`src/rtl/pc_sequencer.sv`:
```
// ============================================================================
//  Module   : pc_sequencer
//  Purpose  : Program-counter owner for the single-cycle RV32I core. Selects
//             sequential / branch / JAL / JALR next-PC, honours stalls,
//             halts on misaligned redirect targets, counts retirements.
//  Revision : 1.0  initial release
// ============================================================================
`default_nettype none

module pc_sequencer #(
  parameter logic [31:0] RESET_VECTOR = 32'h0000_0000,
  parameter int          XLEN         = 32,
  // Value instret takes on reset; left at zero for the core.
  parameter logic [31:0] INSTRET_INIT = 32'h0000_0000
) (
  input  logic            clk,
  input  logic            rst,
  input  logic            stall_i,
  input  logic            branch_taken_i,
  input  logic            jal_i,
  input  logic            jalr_i,
  input  logic [XLEN-1:0] imm_i,
  input  logic [XLEN-1:0] rs1_val_i,
  output logic [XLEN-1:0] pc_o,
  output logic [XLEN-1:0] pc_plus4_o,
  output logic [XLEN-1:0] target_o,
  output logic            redirect_o,
  output logic            instr_valid_o,
  output logic            misalign_trap_o,
  output logic [XLEN-1:0] instret_o
);

  localparam logic [1:0] ST_BOOT = 2'd0;
  localparam logic [1:0] ST_RUN  = 2'd1;
  localparam logic [1:0] ST_HALT = 2'd2;

  localparam logic [XLEN-1:0] ONE       = XLEN'(1);
  localparam logic [XLEN-1:0] FOUR      = XLEN'(4);
  localparam logic [XLEN-1:0] LSB_CLEAR = ~ONE;

  logic [1:0]      state_q, state_d;
  logic [XLEN-1:0] pc_q, pc_d;
  logic [XLEN-1:0] instret_q, instret_d;
  logic            trap_q, trap_d;

  logic            src_active;
  logic            misalign;
  logic [XLEN-1:0] jalr_tgt;
  logic [XLEN-1:0] rel_tgt;

  // Redirect target selection: jalr outranks jal/branch, which share pc+imm.
  always_comb begin
    jalr_tgt   = (rs1_val_i + imm_i) & LSB_CLEAR;
    rel_tgt    = pc_q + imm_i;
    pc_plus4_o = pc_q + FOUR;
    src_active = jalr_i | jal_i | branch_taken_i;
    if (jalr_i)
      target_o = jalr_tgt;
    else if (jal_i || branch_taken_i)
      target_o = rel_tgt;
    else
      target_o = pc_plus4_o;
    // Only a redirect can produce bit1 set; sequential fetch stays aligned.
    misalign   = src_active & target_o[1];
  end

  // Outputs that depend on the sequencing state.
  always_comb begin
    instr_valid_o   = (state_q == ST_RUN);
    redirect_o      = (state_q == ST_RUN) & ~stall_i & src_active;
    pc_o            = pc_q;
    instret_o       = instret_q;
    misalign_trap_o = trap_q;
  end

  // Next-state logic: BOOT bubble, RUN sequencing, HALT freeze.
  always_comb begin
    state_d   = state_q;
    pc_d      = pc_q;
    instret_d = instret_q;
    trap_d    = trap_q;
    case (state_q)
      ST_BOOT: state_d = ST_RUN;
      ST_RUN: begin
        if (!stall_i) begin
          if (misalign) begin
            // Faulting instruction neither updates pc nor retires.
            trap_d  = 1'b1;
            state_d = ST_HALT;
          end else begin
            pc_d      = src_active ? target_o : pc_plus4_o;
            instret_d = instret_q + ONE;
          end
        end
      end
      ST_HALT: state_d = ST_HALT;
      default: state_d = ST_HALT;
    endcase
  end

  // State registers; reset overrides any pending redirect.
  always_ff @(posedge clk) begin
    if (rst) begin
      state_q   <= ST_BOOT;
      pc_q      <= RESET_VECTOR;
      instret_q <= INSTRET_INIT;
      trap_q    <= 1'b0;
    end else begin
      state_q   <= state_d;
      pc_q      <= pc_d;
      instret_q <= instret_d;
      trap_q    <= trap_d;
    end
  end

endmodule

`default_nettype wire
```
`config.mk`:
```
export PLATFORM = sky130hd
export DESIGN_NAME = pc_sequencer
export DESIGN_NICKNAME = d
export VERILOG_FILES = /design/src/rtl/pc_sequencer.sv
export SDC_FILE = /design/constraint.sdc
export NUM_CORES = 1
export LEC_CHECK = 0
export BUFFER_PORTS_ARGS = -buffer_cell sky130_fd_sc_hd__buf_2
export CAP_MARGIN = 20
export CORE_MARGIN = 10
export CORE_UTILIZATION = 49
export CTS_CLUSTER_DIAMETER = 100
export DETAILED_ROUTE_END_ITERATION = 12
export PLACE_DENSITY = 0.78
export SLEW_MARGIN = 30
export SYNTH_ARGS = -nofsm -noshare
export SYNTH_HDL_FRONTEND = slang
export SYNTH_SLANG_ARGS = --single-unit
```
`constraint.sdc`:
```
create_clock -name clk -period 2.7 [get_ports clk]
set_input_delay 0.27 -clock clk [delete_from_list [all_inputs] [get_ports clk]]
set_output_delay 0.27 -clock clk [all_outputs]
set_load 0.02 [all_outputs]
```
==> flow_summary.yaml <==
outcome:
  outcome: "finished with violations"
  violations: "setup timing"
global_route:
  grt_use_total: 0.299
  grt_pass1_wl_mm: 49.6
  grt_overflow: 0
  grt_pass1_vias: 9501
  antenna_found_initial: 2
  grt_max_degree: 58
drt:
  drt_iter0_drc: 1163
  drc: 0
  ant_nets: 0
  vias: 10036
  dr.pass1.iters: 5
  routedWlPerCell_microns: 21.0
  vias_per_cell: 6.22
  wl_mm: 33.8
hold_path:
  hp-start: "misalign_trap_o$_SDFFE_PP0P_"
  min_path_type: "reg -> reg"
timing:
  tightest_slew_ps: 687
  setup_violations: 32
  period_share: 1.22
  hold_viol: 0
  fin_crit_ps: 3290
  setup-tns-final_ps: -10570
  max_freq_ghz: 0.304
  drv_slew: 0
  rsz0062_at_grt: "true"
  layout_setup_ws_ps: -589
  max_slew_margin: 0.542
  finalClockSkew_ps: 5.59
floorplan:
  rows: 44
  dieHeight_microns: 142
  start_util: 0.501
  die-area_sq_um: 20200
  io_pins: 201
  die_x_microns: 142
  core_area_sq_um: 14600
job:
  max-cap-violations: 0
clock_tree:
  clk_pin_slew_ps: 70
  cts_sinks: 67
  cts_htree_levels: 3
  cts_root_buf: "clkbuf_16"
  tritoncts.num_buffers: 9
  cts_tree: "built"
  clockBufferDepth: 2
  clk_latency_ps: 340
worst_setup_path:
  cp_max_fo: 6
  r2r_start: "pc_o[15]$_SDFFE_PP0P_"
  worstSetupPathType: "reg -> out"
  start_kind: "flop"
  cp.arrival_ps: 3020
  crit_start: "pc_o[15]$_SDFFE_PP0P_"
  crit_path_end_kind: "primary output"
  required_ps: 2430
synthesis:
  synth_edf_count: 0
  synth_top_area_frac: 0.183
  synth.distinct_cells: 81
  syn-instance-count: 1011
  synth_area_sq_um: 7310
  synth_top_area_cell: "dfxtp_1"
  synth_area_leaders: "dfxtp_1 18%, ha_1 11%, a21oi_1 7.5%, xor2_1 6.2%, nand2_1 6.2%"
  ys_seq_area_frac: 0.183
  synth-async-reset-ratio: 0
  mappedNetlistNets: 1146
  yosys_register_bits: 67
  synth_flop_cell: "dfxtp_1"
  avgSynthCellArea_sq_um: 7.23
  ys_warn_count: 0
power:
  ir_drop_uv: 513
  power_density_nw_per_um2: 414
  leakagePower_nw: 5.50
finish:
  nNetsFinal: 1558
  fill_cells: 916
  seq_area_sq_um: 1390
  area_growth_pct: 60.4
  final_core_utilization: 0.804
  drive_above_1_share: 0.455
  multi_input_area_sq_um: 6580
  design_area_sq_um: 11700
place:
  dpl_cell_area_sq_um: 10100
  place_hpwl_mm: 23.7
  portBuffers: 200
  routabilityCongestion: 0.972
  place_ws_ps: -505
## cell families (layout without fill, tap and decap cells)
family          count (synthesis)  after routing  synth area share
fa+ha+maj                      65             65             0.113
mux                            11             11            0.0151
xor+xnor                       99             99             0.119
flops                          67             67             0.183
buf+inv                        82            499            0.0524
other cells                     0              1                 0
simple gates                  385            385             0.249
compound gates                302            302             0.268
## worst max-delay path: stages (launching register included)
cell	delay (ps)
dfxtp_2	330
ha_2	390
nand2_1	130
o211ai_1	320
a31oi_2	210
a2111oi_4	340
buf_4	180
o41ai_4	70
xnor2_2	160
xnor2_1	140
a221oi_2	210
buf_4	180
## metrics by stage
stage	power [W]	hold WS, ps	std cells
final	0.00486	483	1613
after global routing	0.00505	532	1613
after CTS	0.00460	486	1598
after detailed placement	0.00310	472	1561
after global placement	0.00308	451	1561
after floorplan	0.00225	434	1011
## state kept, by name (all words and copies together) (netlist names)
register and cells:
instret_o 32, pc_o 32, state_q 2, misalign_trap_o 1
## power breakdown
group	internal, W	switching, W	total (W)
clock	0.000733	0.000535	0.00127
sequential	0.00102	0.0000327	0.00106
combinational	0.00113	0.00141	0.00253
## cell usage after synthesis, drive strengths merged (3+ instances only)
| cell type | count |
|---|---|
| o211a | 3 |
| or2 | 4 |
| o21a | 11 |
| nand4 | 24 |
| o32ai | 3 |
| nand2 | 121 |
| mux2i | 11 |
| a2111oi | 3 |
| xnor2 | 47 |
| nor2 | 112 |
| a21o | 20 |
| a21boi | 5 |
| o22ai | 4 |
| o31a | 3 |
| o21bai | 6 |
| a31o | 4 |
| nor4 | 7 |
| nand2b | 10 |
| o211ai | 10 |
| nor2b | 4 |
| a211oi | 16 |
| a211o | 4 |
| buf | 7 |
| dfxtp | 67 |
| a31oi | 14 |
| nand3 | 34 |
| nor3 | 11 |
| a21oi | 110 |
| or3 | 18 |
| and2 | 12 |
| o31ai | 3 |
| inv | 32 |
| xor2 | 52 |
| and4 | 8 |
| a221oi | 5 |
| o21ai | 56 |
| ha | 63 |
| and3 | 15 |
| clkbuf | 43 |
## routing by layer
| metal | part of all wire | wire [microns] | track usage | vias to the layer above |
|---|---|---|---|---|
| met5 | 0.00033 | 11 | 0 | - |
| met3 | 0.11 | 3740 | 0.0654 | 167 |
| met4 | 0.048 | 1630 | 0.131 | 2 |
| met1 | 0.38 | 12800 | 0.368 | 4694 |
| li1 | - | - | - | 4485 |
| met2 | 0.46 | 15600 | 0.490 | 688 |
## cells in the final DEF, fill, tap and decap left out, drive strengths merged, types with 6 or more instances in the layout
| master | n |
|---|---|
| buf | 451 |
| nand2 | 121 |
| nor2 | 112 |
| a21oi | 110 |
| dfxtp | 67 |
| ha | 63 |
| o21ai | 56 |
| xor2 | 52 |
| xnor2 | 47 |
| inv | 37 |
| nand3 | 34 |
| nand4 | 24 |
| a21o | 20 |
| or3 | 18 |
| a211oi | 16 |
| and3 | 15 |
| a31oi | 14 |
| and2 | 12 |
| o21a | 11 |
| mux2i | 11 |
| nor3 | 11 |
| o211ai | 10 |
| nand2b | 10 |
| clkbuf | 9 |
| and4 | 8 |
| nor4 | 7 |
| o21bai | 6 |
## what timing repair did
action	in CTS	in global routing
resized for setup	124	93
pin swaps	60	59
setup buffers	22	18
hold endpoints to repair	0	0
setup endpoints to repair	30	56
hold buffers	0	0
## worst paths after layout
| check | end | slack, ps | cells after the start |
|---|---|---|---|
| worst max-delay path | target_o[31] | -590 | 11 |
| worst min-delay path | misalign_trap_o$_SDFFE_PP0P_ | 480 | 2 |
| worst max register to register | pc_o[29]$_SDFFE_PP0P_ | -210 | 14 |
| worst min register to register | misalign_trap_o$_SDFFE_PP0P_ | 480 | 2 |
## cell type report
class,count,share of cell area
Multi-Input combinational cell,862,0.561
Timing Repair Buffer,451,0.264
Sequential cell,67,0.119
Tap cell,184,0.0196
Clock buffer,9,0.0192
Inverter,32,0.0105
Clock inverter,7,0.00693
Antenna cell,1,0.000213
(Power assumes the default switching activity.)
